===== config.mk =====
export PLATFORM = sky130hd
export DESIGN_NAME = mem_port_arbiter
export DESIGN_NICKNAME = d
export VERILOG_FILES = /design/src/rtl/mem_port_arbiter.sv
export SDC_FILE = /design/constraint.sdc
export NUM_CORES = 1
export LEC_CHECK = 0
export CORE_AREA = 2 2 107 109
export CTS_CLUSTER_SIZE = 16
export DETAILED_ROUTE_END_ITERATION = 8
export DIE_AREA = 0 0 109 111
export PLACE_DENSITY = 0.84
export SETUP_SLACK_MARGIN = 0.3
export SLEW_MARGIN = 10
export SYNTH_ARGS = -nofsm -noshare
export SYNTH_HDL_FRONTEND = slang
export SYNTH_SLANG_ARGS = --single-unit

===== constraint.sdc =====
create_clock -name clk -period 4.6 [get_ports clk]
set_input_delay 0.69 -clock clk [delete_from_list [all_inputs] [get_ports clk]]
set_output_delay 0.69 -clock clk [all_outputs]
set_load 0.01 [all_outputs]

===== src/rtl/mem_port_arbiter.sv =====
// Two-requester arbiter (fetch / data) in front of one single-port memory, with a per-access timeout.
// Optional performance counters are added when ARB_PERF_CNT_EN is defined.
module mem_port_arbiter #(
    parameter int AW          = 32,
    parameter int DW          = 32,
    parameter int TIMEOUT_CYC = 255
) (
    input  logic          clk,
    input  logic          reset,
    input  logic          if_req,
    input  logic [AW-1:0] if_addr,
    output logic [DW-1:0] if_rdata,
    output logic          if_ready,
    input  logic          dm_req,
    input  logic          dm_we,
    input  logic [3:0]    dm_wstrb,
    input  logic [AW-1:0] dm_addr,
    input  logic [DW-1:0] dm_wdata,
    output logic [DW-1:0] dm_rdata,
    output logic          dm_ready,
    output logic          mem_req,
    output logic          mem_we,
    output logic [3:0]    mem_wstrb,
    output logic [AW-1:0] mem_addr,
    output logic [DW-1:0] mem_wdata,
    input  logic [DW-1:0] mem_rdata,
    input  logic          mem_ready,
    output logic          bus_err,
`ifdef ARB_PERF_CNT_EN
    output logic [31:0]   perf_if_wait,
    output logic [31:0]   perf_dm_wait,
    output logic [31:0]   perf_conflict,
`endif
    output logic [1:0]    fsm_state
);

    localparam logic [1:0] IDLE    = 2'd0;
    localparam logic [1:0] BUSY_IF = 2'd1;
    localparam logic [1:0] BUSY_DM = 2'd2;

    localparam int          CW     = $clog2(TIMEOUT_CYC + 1);
    localparam logic [CW-1:0] TO_LIM = CW'(TIMEOUT_CYC);

    logic [1:0]    state;
    logic [CW-1:0] wait_cnt;
    logic          busy;
    logic          timeout;
    logic          done;
    logic          grant_dm;
    logic          grant_if;

    assign fsm_state = state;
    assign busy      = (state == BUSY_IF) || (state == BUSY_DM);
    assign timeout   = busy && !mem_ready && (wait_cnt == TO_LIM);
    assign done      = busy && (mem_ready || timeout);

    // An aborted access returns zero data alongside its ready pulse.
    assign if_ready = (state == BUSY_IF) && done;
    assign dm_ready = (state == BUSY_DM) && done;
    assign if_rdata = timeout ? '0 : mem_rdata;
    assign dm_rdata = timeout ? '0 : mem_rdata;

    // Data wins from IDLE; on completion the other side is served next, giving alternation.
    always_comb begin
        grant_dm = 1'b0;
        grant_if = 1'b0;
        case (state)
            IDLE: begin
                grant_dm = dm_req;
                grant_if = !dm_req && if_req;
            end
            BUSY_IF: grant_dm = done && dm_req;
            BUSY_DM: grant_if = done && if_req;
            default: ;
        endcase
    end

    always_ff @(posedge clk) begin
        if (reset) begin
            state     <= IDLE;
            mem_req   <= 1'b0;
            mem_we    <= 1'b0;
            mem_wstrb <= 4'b0;
            mem_addr  <= '0;
            mem_wdata <= '0;
            bus_err   <= 1'b0;
            wait_cnt  <= '0;
        end else begin
            if (grant_dm) begin
                state     <= BUSY_DM;
                mem_req   <= 1'b1;
                mem_we    <= dm_we;
                mem_wstrb <= dm_we ? dm_wstrb : 4'b0;
                mem_addr  <= dm_addr;
                mem_wdata <= dm_wdata;
            end else if (grant_if) begin
                state     <= BUSY_IF;
                mem_req   <= 1'b1;
                mem_we    <= 1'b0;
                mem_wstrb <= 4'b0;
                mem_addr  <= if_addr;
                mem_wdata <= '0;
            end else if (done || !busy) begin
                state   <= IDLE;
                mem_req <= 1'b0;
            end

            if (done || !busy) begin
                wait_cnt <= '0;
            end else begin
                wait_cnt <= wait_cnt + CW'(1);
            end

            if (timeout) begin
                bus_err <= 1'b1;
            end
        end
    end

`ifdef ARB_PERF_CNT_EN
    always_ff @(posedge clk) begin
        if (reset) begin
            perf_if_wait  <= '0;
            perf_dm_wait  <= '0;
            perf_conflict <= '0;
        end else begin
            if (if_req && !if_ready) perf_if_wait <= perf_if_wait + 32'd1;
            if (dm_req && !dm_ready) perf_dm_wait <= perf_dm_wait + 32'd1;
            if (state == IDLE && if_req && dm_req) perf_conflict <= perf_conflict + 32'd1;
        end
    end
`endif

endmodule

==> results.sh <==
export IMPL_min_from="wait_cnt[0]"
export IMPL_vias=4616
export IMPL_cap_violations=0
export IMPL_num_rows=39
export IMPL_mostFrequentLayoutCells="275 x clkdlybuf4s50_1, 81 x dfxtp_1, 41 x nand2_1, 38 x inv_1, 38 x nand3_1"
export IMPL_vdd_drop_max_uv=229.1
export IMPL_rsz0062_at_grt="no"
export IMPL_dieArea_um2=12100
export IMPL_min_to="wait_cnt[0]"
export IMPL_place_ws_ns=0.8455
export IMPL_crit_fanout=33
export IMPL_cts_max_level=3
export IMPL_clk_latency_ns=0.32
export IMPL_cp_common_cell="clkdlybuf4s50_1"
export IMPL_slew_headroom_pct=25.94
export IMPL_critical_path_top_delay_family="buffers and inverters"
export IMPL_cp_required_ns=3.91
export IMPL_port_buffers=276
export IMPL_clock_sinks=81
export IMPL_final_common_cell="clkdlybuf4s50_1"
export IMPL_synth_area_um2=4324
export IMPL_setup_violations=0
export IMPL_cp_arrival_ns=3.07
export IMPL_synthDistinctLibCells=40
export IMPL_antennaDiodeCount=0
export IMPL_viasPerCell=5.349
export IMPL_routedWlPerCell_um=18.11
export IMPL_synth_ff_type="dfxtp_1"
export IMPL_endpoint_kind="output port"
export IMPL_hpwl_um=11510
export IMPL_num_io_pins=277
export IMPL_whs_path_depth=1
export IMPL_critPathSlowestCell="and4_1"
export IMPL_fmax_mhz=266.0
export IMPL_r2r_end="mem_addr[14]"
export IMPL_critPathMaxStageDelay_ns=0.91
export IMPL_p_leak_nw=2.583
export IMPL_grt_max_degree=72
export IMPL_async_flop_share_pct=0
export IMPL_hold_viol_final=0
export IMPL_cts_hold_buf=0
export IMPL_clock_path_buffers=2
export IMPL_cp_cell_sequence="clkdlybuf4s50_1, inv_1, and4_1, nor2b_1, clkdlybuf4s50_1"
export IMPL_synthCells=500
export IMPL_start_util_pct=39.04
export IMPL_grt_util_all_layers_pct=25.52
export IMPL_antenna_found_initial=0
export IMPL_p_per_area_nw_per_um2=296.2
export IMPL_ff2ff_path_depth=8
export IMPL_outcome="finished clean"
export IMPL_cts_buffers=9
export IMPL_ys_ff_latch=81
export IMPL_path_buf_inv=3
export IMPL_fp_dieW_um=109
export IMPL_syn_avg_cell_area_um2=8.648
export IMPL_layout_drive_gt1_share_pct=8.611
export IMPL_syn2layout_area_growth_pct=65.48
export IMPL_hold_path_class="reg2reg"
export IMPL_yosysWarnings=0
export IMPL_dr_pass1_iters=5
export IMPL_die_height_um=111
export IMPL_place_gp_congestion=0.8604
export IMPL_grt_pass1_wl_um=24430
export IMPL_wirelength_um=15630
export IMPL_synth_fp_nets=642
export IMPL_cts_tree="done"
export IMPL_fin_setup_tns_ns=0
export IMPL_core_area_um2=11080
export IMPL_critPathLaunchType="input pin"
export IMPL_ys_seq_area_share_pct=37.50
export IMPL_drtIter0Drc=336
export IMPL_overflow=0
export IMPL_finalMaxSlewViolations=0
export IMPL_drc_errors=0
export IMPL_post_cts_resized=0
export IMPL_tightest_slew_ns=1.111
export IMPL_ant_nets=0
export IMPL_r2r_slack_ns=1.54
export IMPL_period_share_pct=81.72
export IMPL_finClkSkew_ns=0.01065
export IMPL_post_cts_buffers=0
export IMPL_clkTransAtPathRegs_ns=0.06
export IMPL_crit_type="in2out"
export IMPL_grt_pass1_vias=4719
export IMPL_final_nets=858
export IMPL_period_needed_ns=3.759
export IMPL_synth_edf_count=0
export IMPL_root_buffer="clkbuf_16"
export IMPL_setup_ws_ns=0.8410
export IMPL_fillCellCount=910
export IMPL_r2r_start="fsm_state[0]"
final cells by class:
cell class	count	area, um^2	share of cell area, %
Clock buffer	9	225.2	3.147
Clock inverter	6	60.06	0.8393
Inverter	39	146.4	2.046
Multi-Input combinational cell	301	2106	29.43
Sequential cell	81	1622	22.66
Tap cell	143	178.9	2.500
Timing Repair Buffer	284	2818	39.38
logic make-up after synthesis:
group                      share of synthesized area [%]
buffers and inverters                              14.24
adders and majority gates                          1.157
DFF                                                37.50
and+or+nand+nor                                    20.02
AOI/OAI and AO/OA                                  25.87
xor gates and xnor gates                           1.215
sequential cells by signal, indices dropped and copies added, names as in the netlist:
signal     flops
wait_cnt       8
mem_wstrb      4
fsm_state      2
mem_addr      32
bus_err        1
mem_we         1
mem_wdata     32
mem_req        1
how the worst max path moves through the flow:
stage / start / to / slack, ns / depth (start not counted)
floorplan: fsm_state[0] / if_rdata[22] / 2.19 / 7
global placement: mem_ready / dm_rdata[26] / 0.92 / 5
detailed placement: mem_ready / dm_rdata[26] / 0.85 / 5
CTS: mem_ready / dm_rdata[26] / 0.84 / 5
global route: mem_ready / dm_rdata[26] / 0.61 / 5
finish: mem_ready / dm_rdata[26] / 0.84 / 5
metal layers:
| metal | vias to the layer above | wire (um) | GRT usage (%) |
|---|---|---|---|
| li1 | 2183 | - | - |
| met1 | 2175 | 5668 | 27.87 |
| met2 | 221 | 8184 | 46.34 |
| met3 | 37 | 1235 | 6.643 |
| met4 | 0 | 542 | 9.402 |
| met5 | - | 0 | 0 |
through the flow:
step	cell area (um^2)	utilization (%)	cells	hold WS [ns]	total power [mW]
after floorplan	4324	-	500	0.4175	1.117
after global placement	6870	62.02	848	0.4287	1.435
after detailed placement	6870	62.02	848	0.4418	1.451
after CTS	7156	64.60	863	0.4550	2.141
after global routing	7156	64.60	863	0.4895	2.228
final	7156	64.60	863	0.4485	2.120
cells in the mapped netlist (2+ instances only):
cell      count  area share, %
a21oi_1       5           0.58
a311oi_1     32            6.5
and3_1        3           0.43
buf_2        15            1.7
buf_4        33            5.7
buf_6         4            1.0
clkbuf_1     27            2.3
dfxtp_1      81             38
ha_1          4            1.2
inv_1        38            3.3
nand2_1      41            3.6
nand2b_1      2           0.29
nand3_1      38            4.4
nor2_1       14            1.2
nor2b_1      32            4.6
nor3_1       33            3.8
o21ai_0      32            3.7
o221ai_1      5            1.0
o32ai_1       5            1.0
o32ai_2      29             11
or3_1         4           0.58
xnor2_1       3           0.61
xor2_1        3           0.61
report_power, final:
group	switching [mW]	internal, mW	total [mW]
Clock	0.269	0.414	0.683
Combinational	0.300	0.343	0.643
Sequential	0.0308	0.763	0.794
Total	0.600	1.52	2.12
worst register-to-register path: stages, from the launching register on:
cell and delay, ns:
dfxtp_1 0.38, inv_1 0.09, ha_1 0.40, a21o_1 0.19
nand2_1 0.06, buf_4 0.41, or2_2 0.69, buf_4 0.48
a311oi_1 0.20
Power figures use the tool's default switching activity.
